**src/rtl/modular_inverse.sv**
```systemverilog
// Purpose : d = value_in^-1 mod modulus_in via iterative extended Euclid with a
//           bit-serial restoring divider (one quotient bit per cycle).
// Latency : 2 + k*(WIDTH+2) + 2 cycles, counted inclusively from the accept cycle
//           to the valid_out cycle; k = Euclid iterations. m < 2 reports in 2 cycles.
// Backpressure: a single request is in flight at a time. ready_in is sampled only
//           in IDLE. Strobes while busy are dropped, not queued.
// Ports   : clk_in, rst_in (async, active-high) | ready_in, value_in (a), modulus_in (m)
//           | value_out (d, 0 when error), busy_out, valid_out (1-cycle pulse),
//           error_out (no inverse: gcd(a,m) != 1 or m < 2)
module modular_inverse #(
  parameter int WIDTH = 16
) (
  input  logic             clk_in,
  input  logic             rst_in,
  input  logic             ready_in,
  input  logic [WIDTH-1:0] value_in,
  input  logic [WIDTH-1:0] modulus_in,
  output logic [WIDTH-1:0] value_out,
  output logic             busy_out,
  output logic             valid_out,
  output logic             error_out
);

  localparam int CW = $clog2(WIDTH + 1);

  typedef enum logic [2:0] {
    S_IDLE, S_CHECK, S_DIVIDE, S_UPDATE, S_FINISH, S_DONE
  } state_t;

  state_t state, state_nxt;

  logic [WIDTH-1:0]        m_reg, r0, r1, q, rem;
  logic signed [WIDTH+1:0] t0, t1, t_new;
  logic [CW-1:0]           cnt;
  logic [WIDTH:0]          trial;
  logic                    fits;
  logic [WIDTH-1:0]        rem_sub;
  logic                    small_m;

  assign small_m = (modulus_in < WIDTH'(2));

  // Restoring division step: the shift register q starts as the dividend and
  // fills up with quotient bits as the dividend bits shift out of its top.
  assign trial   = {rem, q[WIDTH-1]};
  assign fits    = (trial >= {1'b0, r1});
  // The true difference is < r1 whenever it is used, so WIDTH bits suffice.
  assign rem_sub = trial[WIDTH-1:0] - r1;

  // Bezout coefficient update. Only the low WIDTH+2 bits of the full product are
  // kept; they match the full-width result truncated, and |t| <= m keeps them exact.
  assign t_new = t0 - ($signed({2'b00, q}) * t1);

  always_ff @(posedge clk_in or posedge rst_in) begin
    if (rst_in) state <= S_IDLE;
    else        state <= state_nxt;
  end

  always_comb begin
    state_nxt = state;
    busy_out  = 1'b0;
    valid_out = 1'b0;
    case (state)
      S_IDLE:   if (ready_in) state_nxt = small_m ? S_DONE : S_CHECK;
      S_CHECK:  begin
        busy_out  = 1'b1;
        state_nxt = (r1 == '0) ? S_FINISH : S_DIVIDE;
      end
      S_DIVIDE: begin
        busy_out = 1'b1;
        if (cnt == CW'(WIDTH - 1)) state_nxt = S_UPDATE;
      end
      S_UPDATE: begin
        busy_out  = 1'b1;
        state_nxt = S_CHECK;
      end
      S_FINISH: begin
        busy_out  = 1'b1;
        state_nxt = S_DONE;
      end
      S_DONE:   begin
        valid_out = 1'b1;
        state_nxt = S_IDLE;
      end
      default:  state_nxt = S_IDLE;
    endcase
  end

  always_ff @(posedge clk_in or posedge rst_in) begin
    if (rst_in) begin
      m_reg     <= '0;
      r0        <= '0;
      r1        <= '0;
      q         <= '0;
      rem       <= '0;
      t0        <= '0;
      t1        <= '0;
      cnt       <= '0;
      value_out <= '0;
      error_out <= 1'b0;
    end else begin
      case (state)
        S_IDLE: if (ready_in) begin
          m_reg <= modulus_in;
          r0    <= modulus_in;
          r1    <= value_in;
          t0    <= '0;
          t1    <= (WIDTH+2)'(1);
          // Degenerate modulus: result is published straight away with DONE.
          if (small_m) begin
            error_out <= 1'b1;
            value_out <= '0;
          end
        end
        S_CHECK: if (r1 != '0) begin
          q   <= r0;
          rem <= '0;
          cnt <= '0;
        end
        S_DIVIDE: begin
          q   <= {q[WIDTH-2:0], fits};
          rem <= fits ? rem_sub : trial[WIDTH-1:0];
          cnt <= cnt + CW'(1);
        end
        S_UPDATE: begin
          r0 <= r1;
          r1 <= rem;
          t0 <= t1;
          t1 <= t_new;
        end
        S_FINISH: begin
          if (r0 != WIDTH'(1)) begin
            error_out <= 1'b1;
            value_out <= '0;
          end else begin
            error_out <= 1'b0;
            // Negative coefficient folds into [0, m) with one add of m.
            value_out <= t0[WIDTH+1] ? (t0[WIDTH-1:0] + m_reg) : t0[WIDTH-1:0];
          end
        end
        default: ;
      endcase
    end
  end

endmodule

```
**config.mk**
```make
export PLATFORM = sky130hd
export DESIGN_NAME = modular_inverse
export DESIGN_NICKNAME = d
export VERILOG_FILES = /design/src/rtl/modular_inverse.sv
export SDC_FILE = /design/constraint.sdc
export NUM_CORES = 1
export LEC_CHECK = 0
export CAP_MARGIN = 15
export CORE_MARGIN = 4
export CORE_UTILIZATION = 30
export DETAILED_ROUTE_END_ITERATION = 8
export DONT_BUFFER_PORTS = 1
export PLACE_DENSITY = 0.47
export SLEW_MARGIN = 20
export SYNTH_ARGS = -nofsm -noshare
export SYNTH_HDL_FRONTEND = slang
export SYNTH_SLANG_ARGS = --single-unit
```
**constraint.sdc**
```tcl
create_clock -name clk_in -period 6.67 [get_ports clk_in]
set_input_delay 0.667 -clock clk_in [delete_from_list [all_inputs] [get_ports clk_in]]
set_output_delay 0.667 -clock clk_in [all_outputs]
set_load 0.02 [all_outputs]
```
==> flow_metrics.tcl <==
set metrics [dict create \
    status "finished clean" \
    fin_crit_ns 6.06 \
    grt_pass1_wl_mm 59.0 \
    first_global_vias 10100 \
    overflow 0 \
    clkTransAtPathRegs_ns 0.07 \
    dp_hpwl_mm 28.1 \
    syn_nets 1702 \
    avgSynthCellArea_um2 9.13 \
    worst_pin_slew_ns 1.04 \
    grt_use_total 0.160 \
    root_buffer "clkbuf_16" \
    die_w_um 218 \
    layout.cells.non_filler 2002 \
    drt-total-wl_mm 36.6 \
    crit_chain "nand2_1 > fa_1 > fa_1 > inv_1 > fa_1 > fa_1 > ha_1 > fa_1 > inv_1 > ha_1 > o21a_1 > o21ai_0 > a2111oi_0 > nor2_1 > a21oi_1 > a41o_1 > o21ai_0 > mux2i_1 > nand2_1" \
    ys_warn_count 0 \
    antenna_cells 0 \
    place_congestion 0.841 \
    worst_path_max_delay_cell "dfrtp_1" \
    worst_path_most_repeated_cell "fa_1" \
    initial_utilization 0.304 \
    vias_per_cell 4.86 \
    rsz0062_at_grt "no" \
    cts.sinks 141 \
    largestRegisters "t0 x18, t1 x18" \
    async_flop_share 1.00 \
    syn_area_um2 13200 \
    antenna_found_initial 0 \
    finClkSkew_ns 0.0195 \
    die_y_um 218 \
    ys_types 64 \
    endpoint_kind "flip-flop" \
    drtPass1Iterations 5 \
    fill_cells 4495 \
    num_io_pins 54 \
    cp-start-kind "flip-flop" \
    relSlewSlack 0.307 \
    ant_nets 0 \
    worstPathArrival_ns 6.39 \
    yosysSeqAreaShare 0.268 \
    yosys_most_used_dff "dfrtp_1" \
    io_buffers 0 \
    drt_first_iter_violations 547 \
    final_net_count 1664 \
    timing.setup.tns_ns 0 \
    ys_ff_latch 141 \
    maxCapViolCount 0 \
    postCtsSetupRepairBufs 0 \
    drive_above_1_share 0.0522 \
    fmax_mhz 165 \
    cts_resized 0 \
    crit_required_ns 7.01 \
    crit_type "flip-flop to flip-flop" \
    drv_slew 0 \
    fin_crit_sh 0.908 \
    placementRows 76 \
    dpl_cell_area_um2 13800 \
    crit_path_max_fanout 19 \
    clock_latency_ns 0.46 \
    worst_slack_ns 0.613 \
    syn_inst 1442 \
    final_area_um2 14400 \
    drt-wirelength-per-cell_um 18.3 \
    dp.cells 1970 \
    hold_viol 0 \
    vias 9721 \
    synth_edf_count 0 \
    hold_path_class "primary input to async pin" \
    cts_made_buffers 17 \
    clk_path_buf_depth 2 \
    ctsHoldBuffers 0 \
    htreeDepth 4 \
    area_growth_pct 9.09 \
    die_area_um2 47300 \
    grt_max_degree 83 \
    cts_tree "built" \
    coreArea_um2 43300 \
    route.detailed.drc 0 \
    setup_viol 0 \
    max_stage_delay_ns 0.74 \
    dp_slack_ns 0.673 \
]
==> per-stage QoR <==
| step | utilization | hold slack [ns] |
|---|---|---|
| 4_1_cts | 0.332 | 0.243 |
| 3_3_place_gp | 0.318 | 0.479 |
| 2_1_floorplan | - | 0.452 |
| 5_1_grt | 0.332 | 0.271 |
| 6_report | 0.332 | 0.227 |
| 3_5_place_dp | 0.318 | 0.473 |
==> cells by family (layout without fill, tap and decap cells) <==
group / after synthesis / after routing / synth area share
xor gates and xnor gates: 73 / 73 / 0.0491
AOI/OAI and AO/OA: 241 / 241 / 0.117
muxes: 64 / 64 / 0.0502
adders and majority gates: 225 / 225 / 0.286
and+or+nand+nor: 434 / 434 / 0.154
buffers and inverters: 264 / 239 / 0.0756
DFF: 141 / 141 / 0.268
==> cell type report <==
class                           instances  area, um^2  area share
Tap cell                              585         732      0.0509
Timing Repair Buffer                   12        90.1     0.00627
Clock buffer                           17         425      0.0296
Inverter                              195         737      0.0513
Clock inverter                         15         189      0.0131
Multi-Input combinational cell       1037        8670       0.603
Sequential cell                       141        3530       0.246
==> worst paths after layout <==
check,startpoint,endpoint,slack (ns),depth (start not counted)
max,q[1],t1[16],0.61,19
min,rst_in,value_out[5],0.23,1
max reg2reg,q[1],t1[16],0.61,19
min reg2reg,r0[0],r0[0],0.50,2
max in group asynchronous,rst_in,cnt[1],5.13,2
min in group clk_in,modulus_in[3],r0[3],0.35,2
==> placed cells by master (no fill, tap or decap), types with 18 or more instances in the layout <==
cell,count
o21ai_1,18
nor2_1,47
o21ai_0,76
a21oi_1,43
ha_1,98
xnor2_1,52
nand2_1,222
fa_1,127
a22o_1,22
and2_1,84
inv_1,194
dfrtp_1,141
xor2_1,20
mux2i_1,48
==> critical path: cells and delay by family, from the launching register on <==
family | cells | cell delay (ns)
fa+ha+maj | 7 | 3.15
simple gates | 3 | 0.34
flops | 1 | 0.74
mux | 1 | 0.18
compound gates | 6 | 1.43
buf+inv | 2 | 0.09
==> cell usage after synthesis (2+ instances only) <==
cell type,number,area share
nand2_1,222,0.063
inv_1,195,0.056
dfrtp_1,141,0.27
fa_1,127,0.19
ha_1,98,0.093
and2_1,84,0.040
o21ai_0,76,0.029
clkbuf_1,63,0.018
xnor2_1,52,0.035
mux2i_1,48,0.036
nor2_1,48,0.014
a21oi_1,43,0.016
a22o_1,22,0.015
xor2_1,20,0.013
o21ai_1,18,0.0068
a22oi_1,17,0.0097
nor3_1,17,0.0065
mux2_2,16,0.014
a21o_1,12,0.0068
o21a_1,11,0.0063
or3_1,11,0.0052
nand3_1,9,0.0034
nor4_1,9,0.0043
nor2b_1,6,0.0029
nand2b_1,5,0.0024
nand4_1,5,0.0024
o21bai_1,5,0.0029
a31oi_1,4,0.0019
buf_1,4,0.0011
nor4b_1,4,0.0027
a211oi_1,3,0.0017
and3_1,3,0.0014
o31ai_1,3,0.0017
or2_2,3,0.0014
a211o_1,2,0.0013
a21boi_0,2,0.0011
a32o_1,2,0.0015
a41o_1,2,0.0015
a41oi_1,2,0.0013
nand3b_1,2,0.0011
nor3b_1,2,0.0011
o41ai_1,2,0.0013
==> layer usage <==
metal,up-vias,track usage,wire [um]
met5,-,0,0
met4,0,0.0343,479
met3,30,0.0286,1430
met2,163,0.257,17000
met1,4912,0.226,17700
li1,4616,-,-
Power is left out: the tool's default activity adds up to more than one toggle a clock period on the data nets, which glitch-free logic cannot reach.
